### config.mk
export PLATFORM = sky130hd
export DESIGN_NAME = cmos_pixel_capture
export DESIGN_NICKNAME = d
export VERILOG_FILES = /design/src/rtl/cmos_pixel_capture.sv
export SDC_FILE = /design/constraint.sdc
export NUM_CORES = 1
export LEC_CHECK = 0
export CORE_ASPECT_RATIO = 1.5
export CORE_MARGIN = 2
export CORE_UTILIZATION = 48
export DETAILED_ROUTE_END_ITERATION = 6
export PLACE_DENSITY_LB_ADDON = 0.08
export SYNTH_ARGS = -nofsm -noshare
export SYNTH_HDL_FRONTEND = slang
export SYNTH_SLANG_ARGS = --single-unit
### constraint.sdc
create_clock -name clk -period 8.65 [get_ports clk]
set_input_delay 1.73 -clock clk [delete_from_list [all_inputs] [get_ports clk]]
set_output_delay 1.73 -clock clk [all_outputs]
set_load 0.05 [all_outputs]
### src/rtl/cmos_pixel_capture.sv
// CMOS sensor capture: assembles pixels from bytes, crops and decimates them, and queues them for a valid/ready sink.
// Latency: a kept pixel raises pix_vld 2 cycles after its last byte. Backpressure: a full FIFO drops the rest of the frame.

// Show-ahead FIFO. Full comes from the registered count, and rd_dat reads 0 while the FIFO is empty.
module cmos_pix_fifo #(
   parameter int W  = 8,
   parameter int AW = 3
) (
   input  logic         clk,
   input  logic         rst,
   input  logic         i_wr_vld,
   input  logic [W-1:0] i_wr_dat,
   output logic         o_full,
   output logic         o_rd_vld,
   input  logic         i_rd_rdy,
   output logic [W-1:0] o_rd_dat
);
   localparam int CW = AW + 1;

   logic [W-1:0]  r_mem [2**AW];
   logic [AW-1:0] r_wr_ptr;
   logic [AW-1:0] r_rd_ptr;
   logic [CW-1:0] r_cnt;
   logic          w_wr;
   logic          w_rd;

   assign o_full   = (r_cnt == CW'(2**AW));
   assign o_rd_vld = (r_cnt != '0);
   assign w_wr     = i_wr_vld && !o_full;
   assign w_rd     = o_rd_vld && i_rd_rdy;
   assign o_rd_dat = o_rd_vld ? r_mem[r_rd_ptr] : '0;

   always_ff @(posedge clk) begin
      if (w_wr) r_mem[r_wr_ptr] <= i_wr_dat;
   end

   always_ff @(posedge clk or posedge rst) begin
      if (rst) begin
         r_wr_ptr <= '0;
         r_rd_ptr <= '0;
         r_cnt    <= '0;
      end else begin
         if (w_wr) r_wr_ptr <= r_wr_ptr + AW'(1);
         if (w_rd) r_rd_ptr <= r_rd_ptr + AW'(1);
         r_cnt <= r_cnt + CW'(w_wr) - CW'(w_rd);
      end
   end
endmodule

module cmos_pixel_capture #(
   parameter int BYTE_W        = 8,
   parameter int BYTES_PER_PIX = 2,
   parameter int X_W           = 11,
   parameter int Y_W           = 10,
   parameter int FIFO_DEPTH_W  = 3,
   parameter int FRAME_CNT_W   = 8
) (
   input  logic                            clk,
   input  logic                            rst,
   input  logic                            cmos_vsync,
   input  logic                            cmos_href,
   input  logic [BYTE_W-1:0]               cmos_db,
   input  logic                            byte_vld,
   input  logic                            cfg_en,
   input  logic [X_W-1:0]                  cfg_x0,
   input  logic [X_W-1:0]                  cfg_x1,
   input  logic [Y_W-1:0]                  cfg_y0,
   input  logic [Y_W-1:0]                  cfg_y1,
   input  logic [1:0]                      cfg_decim,
   output logic [BYTE_W*BYTES_PER_PIX-1:0] pix_data,
   output logic                            pix_sof,
   output logic                            pix_eol,
   output logic                            pix_vld,
   input  logic                            pix_rdy,
   output logic                            overflow,
   output logic [FRAME_CNT_W-1:0]          frame_cnt,
   output logic                            busy
);
   localparam int PIX_W = BYTE_W * BYTES_PER_PIX;
   localparam logic [1:0] ST_IDLE   = 2'd0;
   localparam logic [1:0] ST_SYNC   = 2'd1;
   localparam logic [1:0] ST_ACTIVE = 2'd2;
   localparam logic [1:0] ST_DROP   = 2'd3;

   typedef struct packed {
      logic             sof;
      logic             eol;
      logic [PIX_W-1:0] dat;
   } pix_t;

   logic [1:0]             r_state;
   logic                   r_vsync_d;
   logic                   r_href_d;
   logic [X_W-1:0]         r_x0, r_x1, r_eol_x, r_x;
   logic [Y_W-1:0]         r_y0, r_y1, r_y;
   logic [1:0]             r_decim;
   logic [1:0]             r_byte_idx;
   logic [PIX_W-1:0]       r_shift;
   logic                   r_line_pix;
   logic                   r_sof_arm;
   logic                   r_push_vld;
   pix_t                   r_push;
   logic                   r_overflow;
   logic [FRAME_CNT_W-1:0] r_frame_cnt;

   logic                   w_vs_rise, w_vs_fall, w_latch, w_active;
   logic                   w_byte, w_href_fall, w_pix_done, w_keep, w_full, w_push_rej;
   logic [PIX_W-1:0]       w_pix_dat;
   logic [X_W-1:0]         w_mask_x, w_dx;
   logic [Y_W-1:0]         w_mask_y, w_dy;
   pix_t                   w_rd_dat;

   assign w_vs_rise   = cmos_vsync && !r_vsync_d;
   assign w_vs_fall   = !cmos_vsync && r_vsync_d;
   assign w_latch     = (r_state == ST_SYNC) && w_vs_fall && cfg_en;
   assign w_active    = (r_state == ST_ACTIVE) && cfg_en;
   assign w_byte      = w_active && byte_vld && cmos_href;
   assign w_href_fall = w_active && byte_vld && !cmos_href && r_href_d;
   assign w_pix_done  = w_byte && (r_byte_idx == 2'(BYTES_PER_PIX - 1));
   assign w_pix_dat   = (r_shift << BYTE_W) | PIX_W'(cmos_db);

   // Decimation phase is measured from the window origin, not from column/row 0.
   assign w_mask_x = ~({X_W{1'b1}} << r_decim);
   assign w_mask_y = ~({Y_W{1'b1}} << r_decim);
   assign w_dx     = r_x - r_x0;
   assign w_dy     = r_y - r_y0;
   assign w_keep   = w_pix_done && (r_x >= r_x0) && (r_x <= r_x1) && (r_y >= r_y0) && (r_y <= r_y1)
                     && ((w_dx & w_mask_x) == '0) && ((w_dy & w_mask_y) == '0);
   assign w_push_rej = r_push_vld && w_full;

   always_ff @(posedge clk or posedge rst) begin
      if (rst) begin
         r_state <= ST_IDLE;
      end else if (!cfg_en) begin
         r_state <= ST_IDLE;
      end else begin
         case (r_state)
            ST_IDLE:   if (cmos_vsync) r_state <= ST_SYNC;
            ST_SYNC:   if (w_vs_fall) r_state <= ST_ACTIVE;
            ST_ACTIVE: if (w_vs_rise) r_state <= ST_SYNC;
                       else if (w_push_rej) r_state <= ST_DROP;
            default:   if (w_vs_rise) r_state <= ST_SYNC;
         endcase
      end
   end

   always_ff @(posedge clk or posedge rst) begin
      if (rst) begin
         r_vsync_d   <= 1'b0;
         r_href_d    <= 1'b0;
         r_x0        <= '0;
         r_x1        <= '0;
         r_eol_x     <= '0;
         r_x         <= '0;
         r_y0        <= '0;
         r_y1        <= '0;
         r_y         <= '0;
         r_decim     <= '0;
         r_byte_idx  <= '0;
         r_shift     <= '0;
         r_line_pix  <= 1'b0;
         r_sof_arm   <= 1'b0;
         r_frame_cnt <= '0;
      end else begin
         r_vsync_d <= cmos_vsync;
         if (byte_vld) r_href_d <= cmos_href;
         if (w_latch) begin
            r_x0        <= cfg_x0;
            r_x1        <= cfg_x1;
            r_y0        <= cfg_y0;
            r_y1        <= cfg_y1;
            r_decim     <= cfg_decim;
            r_eol_x     <= cfg_x0 + (((cfg_x1 - cfg_x0) >> cfg_decim) << cfg_decim);
            r_x         <= '0;
            r_y         <= '0;
            r_byte_idx  <= '0;
            r_line_pix  <= 1'b0;
            r_sof_arm   <= 1'b1;
            r_frame_cnt <= r_frame_cnt + FRAME_CNT_W'(1);
         end else if (w_href_fall) begin
            r_x        <= '0;
            r_byte_idx <= '0;
            r_line_pix <= 1'b0;
            if (r_line_pix && (r_y != '1)) r_y <= r_y + Y_W'(1);
         end else if (w_byte) begin
            r_shift <= w_pix_dat;
            if (w_pix_done) begin
               r_byte_idx <= '0;
               r_x        <= r_x + X_W'(1);
               r_line_pix <= 1'b1;
            end else begin
               r_byte_idx <= r_byte_idx + 2'd1;
            end
            if (w_keep) r_sof_arm <= 1'b0;
         end
      end
   end

   always_ff @(posedge clk or posedge rst) begin
      if (rst) begin
         r_push_vld <= 1'b0;
         r_push     <= '0;
         r_overflow <= 1'b0;
      end else begin
         r_push_vld <= w_keep;
         if (w_keep) r_push <= '{sof: r_sof_arm, eol: (r_x == r_eol_x), dat: w_pix_dat};
         if (w_push_rej) r_overflow <= 1'b1;
      end
   end

   cmos_pix_fifo #(.W($bits(pix_t)), .AW(FIFO_DEPTH_W)) u_fifo (
      .clk      (clk),
      .rst      (rst),
      .i_wr_vld (r_push_vld),
      .i_wr_dat (r_push),
      .o_full   (w_full),
      .o_rd_vld (pix_vld),
      .i_rd_rdy (pix_rdy),
      .o_rd_dat (w_rd_dat)
   );

   assign pix_data  = w_rd_dat.dat;
   assign pix_sof   = w_rd_dat.sof;
   assign pix_eol   = w_rd_dat.eol;
   assign overflow  = r_overflow;
   assign frame_cnt = r_frame_cnt;
   assign busy      = (r_state != ST_IDLE);
endmodule

* Word level (Yosys, flattened, before mapping)
Memories as Yosys holds them, arrays and structs flattened.
Cells that the tools add are included.
** Cells by class
- $lt $le $gt $ge :: 4
- Div/mod/pow operators :: 0
- Equal/unequal tests :: 11
- Multipliers :: 0
- Reductions and logical operators :: 40
- Multiplexer cells :: 29
- Shifts and indexed selects :: 4
- Bitwise operators :: 7
- Add/sub/neg operators :: 12
** Operators by type and width (number)
- 2-to-1 mux 11 bit :: 4
- 2-to-1 mux 10 bit :: 3
- subtractor 11 bit :: 2
- logical AND 1 bit :: 20
- 2-to-1 mux 2 bit :: 10
- 2-to-1 mux 18 bit :: 1
- bitwise OR 16 x 8 -> 16 bit :: 1
- adder 11 x 1 -> 11 bit (second input constant) :: 1
- adder 11 bit :: 1
- AND 11 bit :: 1
- equality test 11 bit :: 1
- >= comparator 11 bit :: 1
- <= comparator 11 bit :: 1
- zero test 11 bit :: 1
- NOT 11 bit :: 1
- << shifter 11 x 2 -> 11 bit :: 1
- << shifter 11 x 2 -> 11 bit (first input constant) :: 1
- >> shifter 11 x 2 -> 11 bit :: 1
- adder 10 x 1 -> 10 bit (second input constant) :: 1
- AND 10 bit :: 1
- >= comparator 10 bit :: 1
- <= comparator 10 bit :: 1
- zero test 10 bit :: 1
- 2-to-1 mux 1 bit :: 10
- 26 further kinds :: 40
** Word-level totals
- Flip-flop bits (word level) :: 130
- Memory bits (read-only) :: 0
- Latch bits :: 0
- Memory bits (writable) :: 144
- Memories :: 1
- Bits of input ports :: 59
** Memories
- u_fifo.r_mem :: words 8, width 18, read ports 1, clocked after Yosys merged registers in 0, wr ports 1, RTL line 20 : logic [W-1:0] r_mem [2**AW];

* Logic depth before layout (Yosys ltp)
Gate-level depths: netlist (run 1).
- Depth in word-level cells :: 15
- Gate-level depth with buffers :: 15
- Gate-level depth less buffers :: 15

* Cells and area by module
From an unflattened synthesis (run 1), not the netlist that was laid out.
** Second synthesis, totals
- Cells, all modules :: 989
- Area, all modules :: 13012.5 um^2
** By module, submodules not included
- cmos_pixel_capture :: instances 1, cells each 718, sequential area each 3002.9 um^2, area an instance 7005.5 um^2
- cmos_pix_fifo :: instances 1, cells each 271, sequential area each 4574.4 um^2, area an instance 6007.0 um^2

* Least setup slack after synthesis (run 1)
OpenSTA, ideal clock, no wires.
- Path type :: input to register
- Start point :: in cfg_x0[1]
- End point :: reg r_eol_x[10]
- Data required time :: 8525 ps
- Buffers on the path :: 0
- Arrival time :: 4374 ps
- Stages on the path :: 15
- Setup slack :: 4151 ps
- Cells stage by stage :: inv_1 ha_1 nor2b_1 o21ai_0 a21boi_0 o21ai_0 nor2b_1 xnor2_1 ha_1 nor3_1 nor2_1 o41a_1 o41ai_1 xnor3_1 mux2_2
** On the way
- Longest elaborated chain between the ends :: 4
** RTL lines
- from (decl) :: RTL line 65 : input logic [X_W-1:0] cfg_x0,
- subtractor 11 bit :: RTL line 173 : r_eol_x <= cfg_x0 + (((cfg_x1 - cfg_x0) >> cfg_decim) << cfg_decim);
- >> shifter 11 x 2 -> 11 bit :: RTL line 173
- << shifter 11 x 2 -> 11 bit :: RTL line 173
- adder 11 bit * :: RTL line 173
- to (signal assigned) :: RTL line 173
- to (decl) :: RTL line 94 : logic [X_W-1:0] r_x0, r_x1, r_eol_x, r_x;
Mark *: on every way between the ends. The rest lies on a longest branch, timed or not.
A chain may end at the register's enable or synchronous reset.

* Worst setup path in the final report (run 1)
Ends and elaborated chain as after synthesis.

==> impl_metrics.json, run 1 <==
{
  "cp-end-kind": "flop",
  "drcViolationCount": 0,
  "status": "finished clean",
  "synth-warning-count": 0,
  "p_sw_w": 0.001148,
  "clockPowerShare": 0.318,
  "die_h_um": 205.4,
  "antenna_found_initial": 0,
  "via_count": 7900,
  "synth_compound_area_frac": 0.06644,
  "die-area_um2": 28390,
  "worstPathMaxFanout": 4,
  "grt_usage": 0.1989,
  "wl_per_cell_um": 18.68,
  "drv_slew": 0,
  "mostFrequentLayoutCells": "edfxtp_1, dfrtp_1, nand2_1, clkdlybuf4s50_1",
  "core_um2": 26580,
  "ioPinCount": 88,
  "path_buf_inv": 2,
  "grt_use_met2": 0.3868,
  "clock.fmax_mhz": 199.7,
  "layout-drive-gt1-share": 0.1201,
  "postCtsSetupBuffers": 0,
  "required_ns": 9.06,
  "syn_nets": 1146,
  "synth_enable_flop_cells": 144,
  "synth-main-ff-cell": "edfxtp_1",
  "cts-hold-fix-buffers": 0,
  "firstDrtPassIters": 4,
  "cts_buffer_depth": 3,
  "crit_arrival_ns": 5.42,
  "yosysUniqueCellTypes": 57,
  "areaGrowthSynthToFinish_pct": 17.24,
  "synthMuxAreaShare": 0.1040,
  "place.gp.congestion": 0.8230,
  "final_common_cell": "edfxtp_1",
  "fin_crit_sh": 0.5790,
  "vias_per_cell": 5.407,
  "synthSimpleGateAreaFrac": 0.09441,
  "hold_viol_final": 0,
  "internal_power_w": 0.002672,
  "cts_resized": 0,
  "rrSetupSlack_ns": 5.45,
  "place_area_um2": 14280,
  "drt_iter0_markers": 415,
  "met3_usage": 0.02118,
  "worstSkewPairLatency_ns": 0.53,
  "cp_top_family": "compound AO/OA/AOI/OAI gates",
  "htree_levels": 1,
  "io_buffer_count": 87,
  "grt_pass1_vias": 8297,
  "yosysSeqAreaShare": 0.5840,
  "powerDensity_nw_per_um2": 251.1,
  "gr-total-overflow": 0,
  "relSlewSlack": 0.3156,
  "synth_top_family_by_area": "multiplexers",
  "placed_cells": 1413,
  "row_count": 73,
  "synth_fa_ha_area_frac": 0.08293,
  "dpl.hpwl_um": 18650,
  "synth_area_per_cell_um2": 12.92,
  "setup_violations": 0,
  "hp-start": "frame_cnt[7]$_DFFE_PP0P_",
  "ir_drop_mv": 0.1764,
  "fin_crit_ns": 5.009,
  "hold_class": "flop to flop",
  "synthXorXnorAreaFrac": 0.03616,
  "grt_setup_unrepaired": "no",
  "swShare": 0.3006,
  "power.leakage_nw": 5.879,
  "drv_cap": 0,
  "r2r_start": "r_x[0]$_DFFE_PP0P_",
  "crit_cells": 16,
  "path_clk_slew_ns": 0.06,
  "reg2reg_depth": 11,
  "fp.dieW_um": 138.2,
  "worst-slew-pin-transition_ns": 1.027,
  "tns_ns": 0,
  "cpPeakStageDelay_ns": 0.57,
  "pre_cts_ws_ns": 3.008,
  "antenna_cells": 0,
  "synth_cells": 1004,
  "grt.met1_usage": 0.2333,
  "busiest_layer": "met2",
  "synth.ff_latch_count": 274,
  "grt_pass1_wl_um": 44270,
  "cts_num_sinks": 274,
  "tritoncts": "yes",
  "r2r-end": "r_push[11]$_DFFE_PP0P_",
  "path_cells": "clkdlybuf4s50_1 > inv_1 > ha_1 > nor2b_1 > o21ai_0 > a21boi_0 > o21ai_0 > nor2b_1 > xnor2_1 > ha_1 > nor3_1 > nor2_1 > o41a_1 > o41ai_1 > xnor3_1 > mux2_2",
  "instances_no_fill": 1461,
  "async_flop_share": 0.4745,
  "routed_wl_um": 27290,
  "sequentialPowerShare": 0.427,
  "min_to": "frame_cnt[7]$_DFFE_PP0P_",
  "slowest_stage": "clkdlybuf4s50_1",
  "p_comb_frac": 0.255,
  "ant_nets": 0,
  "netlist_area_um2": 12970,
  "start_util": 0.4882,
  "numCtsBuffers": 26,
  "crit_type": "input pin to flop",
  "root_buffer": "clkbuf_16",
  "grt_max_degree": 72,
  "skew_ns": 0.01592,
  "nNetsFinal": 1246,
  "design_area_um2": 15210,
  "start_kind": "input pin",
  "worst_slack_ns": 3.641,
  "min_path_cells": 1
}
## layer usage
metal,routed length [um],share of wire,vias up
met5,0,0,-
met4,460,0.017,0
met3,818,0.030,26
met2,15280,0.56,129
met1,10730,0.39,3923
li1,-,-,3822
## sequential cells by signal, indices dropped and copies added, names as in the netlist, 3 cells and up
signal and cells:
u_fifo.r_mem 144, r_y 10, r_x1 11, r_shift 8
r_x0 11, r_push 18, r_x 11, u_fifo.r_rd_ptr 3
frame_cnt 8, r_eol_x 11, r_y1 10, r_y0 10
u_fifo.r_wr_ptr 3, u_fifo.r_cnt 4
## final cells by class
class                   count  area, um2
flip-flops and latches    274       7579
clock buffers              34      763.2
well taps                 337      421.7
clock inverters            14      170.2
multi-input cells         621       4994
fillers                  2193      11370
repair buffers            102      983.4
inverters                  79      301.5
## how the worst max path moves through the flow
stage,end,start
6_report,r_eol_x[10]$_DFFE_PP0P_,cfg_x0[1]
4_1_cts,r_eol_x[10]$_DFFE_PP0P_,cfg_x0[1]
3_3_place_gp,r_eol_x[10]$_DFFE_PP0P_,cfg_x0[1]
2_1_floorplan,frame_cnt[0]$_DFFE_PP0P_,rst
5_1_grt,r_eol_x[10]$_DFFE_PP0P_,cfg_x0[1]
3_5_place_dp,r_eol_x[10]$_DFFE_PP0P_,cfg_x0[1]
## worst reg2reg max path: cells and delay by family, from the launching register on
family	cells	cell delay (ns)
xor+xnor	1	0.17
flops	1	0.45
compound gates	2	0.34
fa+ha+maj	2	0.54
simple gates	2	0.70
buf+inv	3	0.50
mux	1	0.38
## stage by stage
step                hold slack [ns]    util  total power (W)
global placement             0.4638  0.5372         0.002636
floorplan                    0.4523       -         0.002349
global route                 0.5049  0.5723         0.004051
detailed placement           0.4680  0.5372         0.002653
CTS                          0.4778  0.5723         0.003878
finish                       0.4702  0.5723         0.003820
## kinds of logic after synthesis
| group | Yosys count |
|---|---|
| flops | 274 |
| simple gates | 259 |
| compound gates | 141 |
| buf+inv | 109 |
| mux | 86 |
| fa+ha+maj | 83 |
| xor+xnor | 52 |
## power by group through the flow
stage	combinational [W]	sequential [W]	clock, W
after floorplan	0.000723	0.00163	0
after global placement	0.000979	0.00166	0
after detailed placement	0.000992	0.00166	0
after CTS	0.00100	0.00164	0.00124
after global routing	0.00110	0.00165	0.00130
final	0.000975	0.00163	0.00121
## cell usage after synthesis (all sizes together) (5+ instances only)
library cell | instances | area share
nand2 | 101 | 0.029
o211ai | 5 | 0.0029
buf | 11 | 0.0038
edfxtp | 144 | 0.33
mux2 | 30 | 0.026
clkbuf | 19 | 0.0055
nand2b | 7 | 0.0034
a211oi | 7 | 0.0041
nor3 | 20 | 0.0077
nor2b | 5 | 0.0024
nor2 | 63 | 0.018
ha | 78 | 0.075
a21oi | 28 | 0.011
mux4 | 36 | 0.062
dfrtp | 130 | 0.25
xnor2 | 36 | 0.024
nor3b | 5 | 0.0038
nand3 | 17 | 0.0066
a21o | 10 | 0.0058
o21ai | 62 | 0.024
or3 | 6 | 0.0029
inv | 79 | 0.023
nand4 | 13 | 0.0067
fa | 5 | 0.0077
mux2i | 20 | 0.015
xor2 | 15 | 0.010
(Power assumes the default switching activity.)
==> run 2: changes to the inputs <==
==> constraint.sdc (replaced) <==
create_clock -name clk -period 4.5 [get_ports clk]
set_input_delay 0.9 -clock clk [delete_from_list [all_inputs] [get_ports clk]]
set_output_delay 0.9 -clock clk [all_outputs]
set_load 0.05 [all_outputs]
==> run 2 against run 1 <==
  * Sequential cell count unchanged
  * Die area unchanged
  * Critical path depth increased by 1
  * Clock skew decreased by 0.0089 ns
  * Highest routed layer unchanged
==> impl_metrics.json, run 2 (synthesis results as in run 1) <==
{
  "seq_area_um2": 7579,
  "row_count": 73,
  "reg_top3": "u_fifo.r_mem (144), r_push (18)",
  "grt_pass1_wl_um": 44100,
  "dr_wl_met3_um": 641,
  "multiInputGateArea_um2": 4994,
  "setup_violations": 0,
  "cts-hold-fix-buffers": 0,
  "worst_slack_ns": 0.4497,
  "fin_crit_sh": 0.9001,
  "required_ns": 4.90,
  "finalHoldWorstSlack_ns": 0.4826,
  "top_register": "u_fifo.r_mem",
  "mostFrequentLayoutCells": "edfxtp_1, dfrtp_1, nand2_1, clkdlybuf4s50_1",
  "root_buffer": "clkbuf_16",
  "io_buffer_count": 87,
  "postCtsSetupBuffers": 0,
  "layout-drive-gt1-share": 0.1298,
  "hold_class": "flop to flop",
  "wl_met2_um": 15160,
  "fin_crit_ns": 4.050,
  "grt_pass1_vias": 8327,
  "antenna_cells": 0,
  "numCtsBuffers": 25,
  "place.gp.congestion": 0.8274,
  "vias_per_cell": 5.390,
  "cts_num_sinks": 274,
  "cts_buffer_depth": 3,
  "crit_type": "input pin to flop",
  "tritoncts": "yes",
  "wl_per_cell_um": 18.29,
  "routed_wl_um": 27010,
  "grt_setup_unrepaired": "no",
  "crit_arrival_ns": 4.45,
  "top_layer_used": "met4",
  "fp.dieW_um": 138.2,
  "design_area_um2": 15260,
  "drt-met1-wl_um": 10630,
  "antenna_found_initial": 0,
  "skew_ns": 0.007060,
  "fillerInstances": 2226,
  "internal_power_w": 0.004961,
  "clockPowerShare": 0.291,
  "htree_levels": 1,
  "fin_util": 0.5742,
  "gr-total-overflow": 0,
  "areaGrowthSynthToFinish_pct": 17.62,
  "powerDensity_nw_per_um2": 467.5,
  "firstDrtPassIters": 4,
  "die-area_um2": 28390,
  "path_clk_slew_ns": 0.06,
  "largest_reg_flops": 144,
  "worstSkewPairLatency_ns": 0.51,
  "drv_cap": 0,
  "drt_iter0_markers": 356,
  "drcViolationCount": 0,
  "cts_resized": 0,
  "power.leakage_nw": 5.916,
  "hold_viol_final": 0,
  "die_h_um": 205.4,
  "dpl.hpwl_um": 19040,
  "grt_usage": 0.1965,
  "worst-slew-pin-transition_ns": 1.030,
  "grt_max_degree": 75,
  "p_comb_frac": 0.271,
  "cp-end-kind": "flop",
  "ioPinCount": 88,
  "ant_nets": 0,
  "sequentialPowerShare": 0.438,
  "pre_cts_ws_ns": -0.06695,
  "nNetsFinal": 1264,
  "worstPathMaxFanout": 3,
  "rrSetupSlack_ns": 1.28,
  "tns_ns": 0,
  "place_area_um2": 14460,
  "swShare": 0.3046,
  "start_util": 0.4882,
  "drv_slew": 0,
  "p_sw_w": 0.002173,
  "start_kind": "input pin",
  "clock.fmax_mhz": 246.9,
  "final_common_cell": "edfxtp_1",
  "core_um2": 26580,
  "relSlewSlack": 0.3107,
  "status": "finished clean",
  "ir_drop_mv": 0.2859,
  "via_count": 7961
}
run 2: path summary, 6_finish.rpt:
check	startpoint	end	depth (start not counted)
worst max register to register	r_y[0]$_DFFE_PP0P_	r_push[7]$_DFFE_PP0P_	11
min in group asynchronous	rst	r_y1[3]$_DFFE_PP0P_	2
worst min-delay path	frame_cnt[7]$_DFFE_PP0P_	frame_cnt[7]$_DFFE_PP0P_	1
worst min register to register	frame_cnt[7]$_DFFE_PP0P_	frame_cnt[7]$_DFFE_PP0P_	1
worst max-delay path	cfg_x0[1]	r_eol_x[10]$_DFFE_PP0P_	17
max in group asynchronous	rst	frame_cnt[7]$_DFFE_PP0P_	3
run 2: per-layer routing:
metal	global-route usage	vias up
met5	0	-
met4	0.04774	0
met3	0.01955	30
met2	0.3893	106
met1	0.2262	3962
li1	-	3863
run 2: final cells by class:
class	instances	share of cell area
clock buffer	36	0.04591
timing repair buffer	121	0.07625
clock inverter	9	0.006641
inverter	79	0.01976
tap	337	0.02763
sequential	274	0.4966
multi-input combinational	621	0.3272
run 2: stage by stage:
stage	cells	power [W]
detailed placement	1432	0.005154
finish	1477	0.007135
global placement	1432	0.005123
floorplan	1004	0.004514
CTS	1477	0.007247
global route	1477	0.007594
run 2: worst max-delay path, stage by stage:
cell and delay, ns:
clkdlybuf4s50_1 0.47, inv_1 0.05, ha_1 0.26, nor2b_1 0.11, o21ai_0 0.12, a21boi_0 0.27, o21ai_0 0.14, buf_4 0.16
a211oi_1 0.33, xor2_1 0.23, ha_1 0.27, o21ai_0 0.07, nor2_1 0.06, o41a_1 0.13, o41ai_1 0.34, xnor3_1 0.27
mux2_2 0.26
run 2: power by group through the flow:
stage / sequential [W] / clock (W) / combinational, W
after floorplan: 0.00312 / 0 / 0.00139
after global placement: 0.00318 / 0 / 0.00194
after detailed placement: 0.00319 / 0 / 0.00197
after CTS: 0.00314 / 0.00213 / 0.00198
after global routing: 0.00318 / 0.00224 / 0.00218
final: 0.00313 / 0.00208 / 0.00193
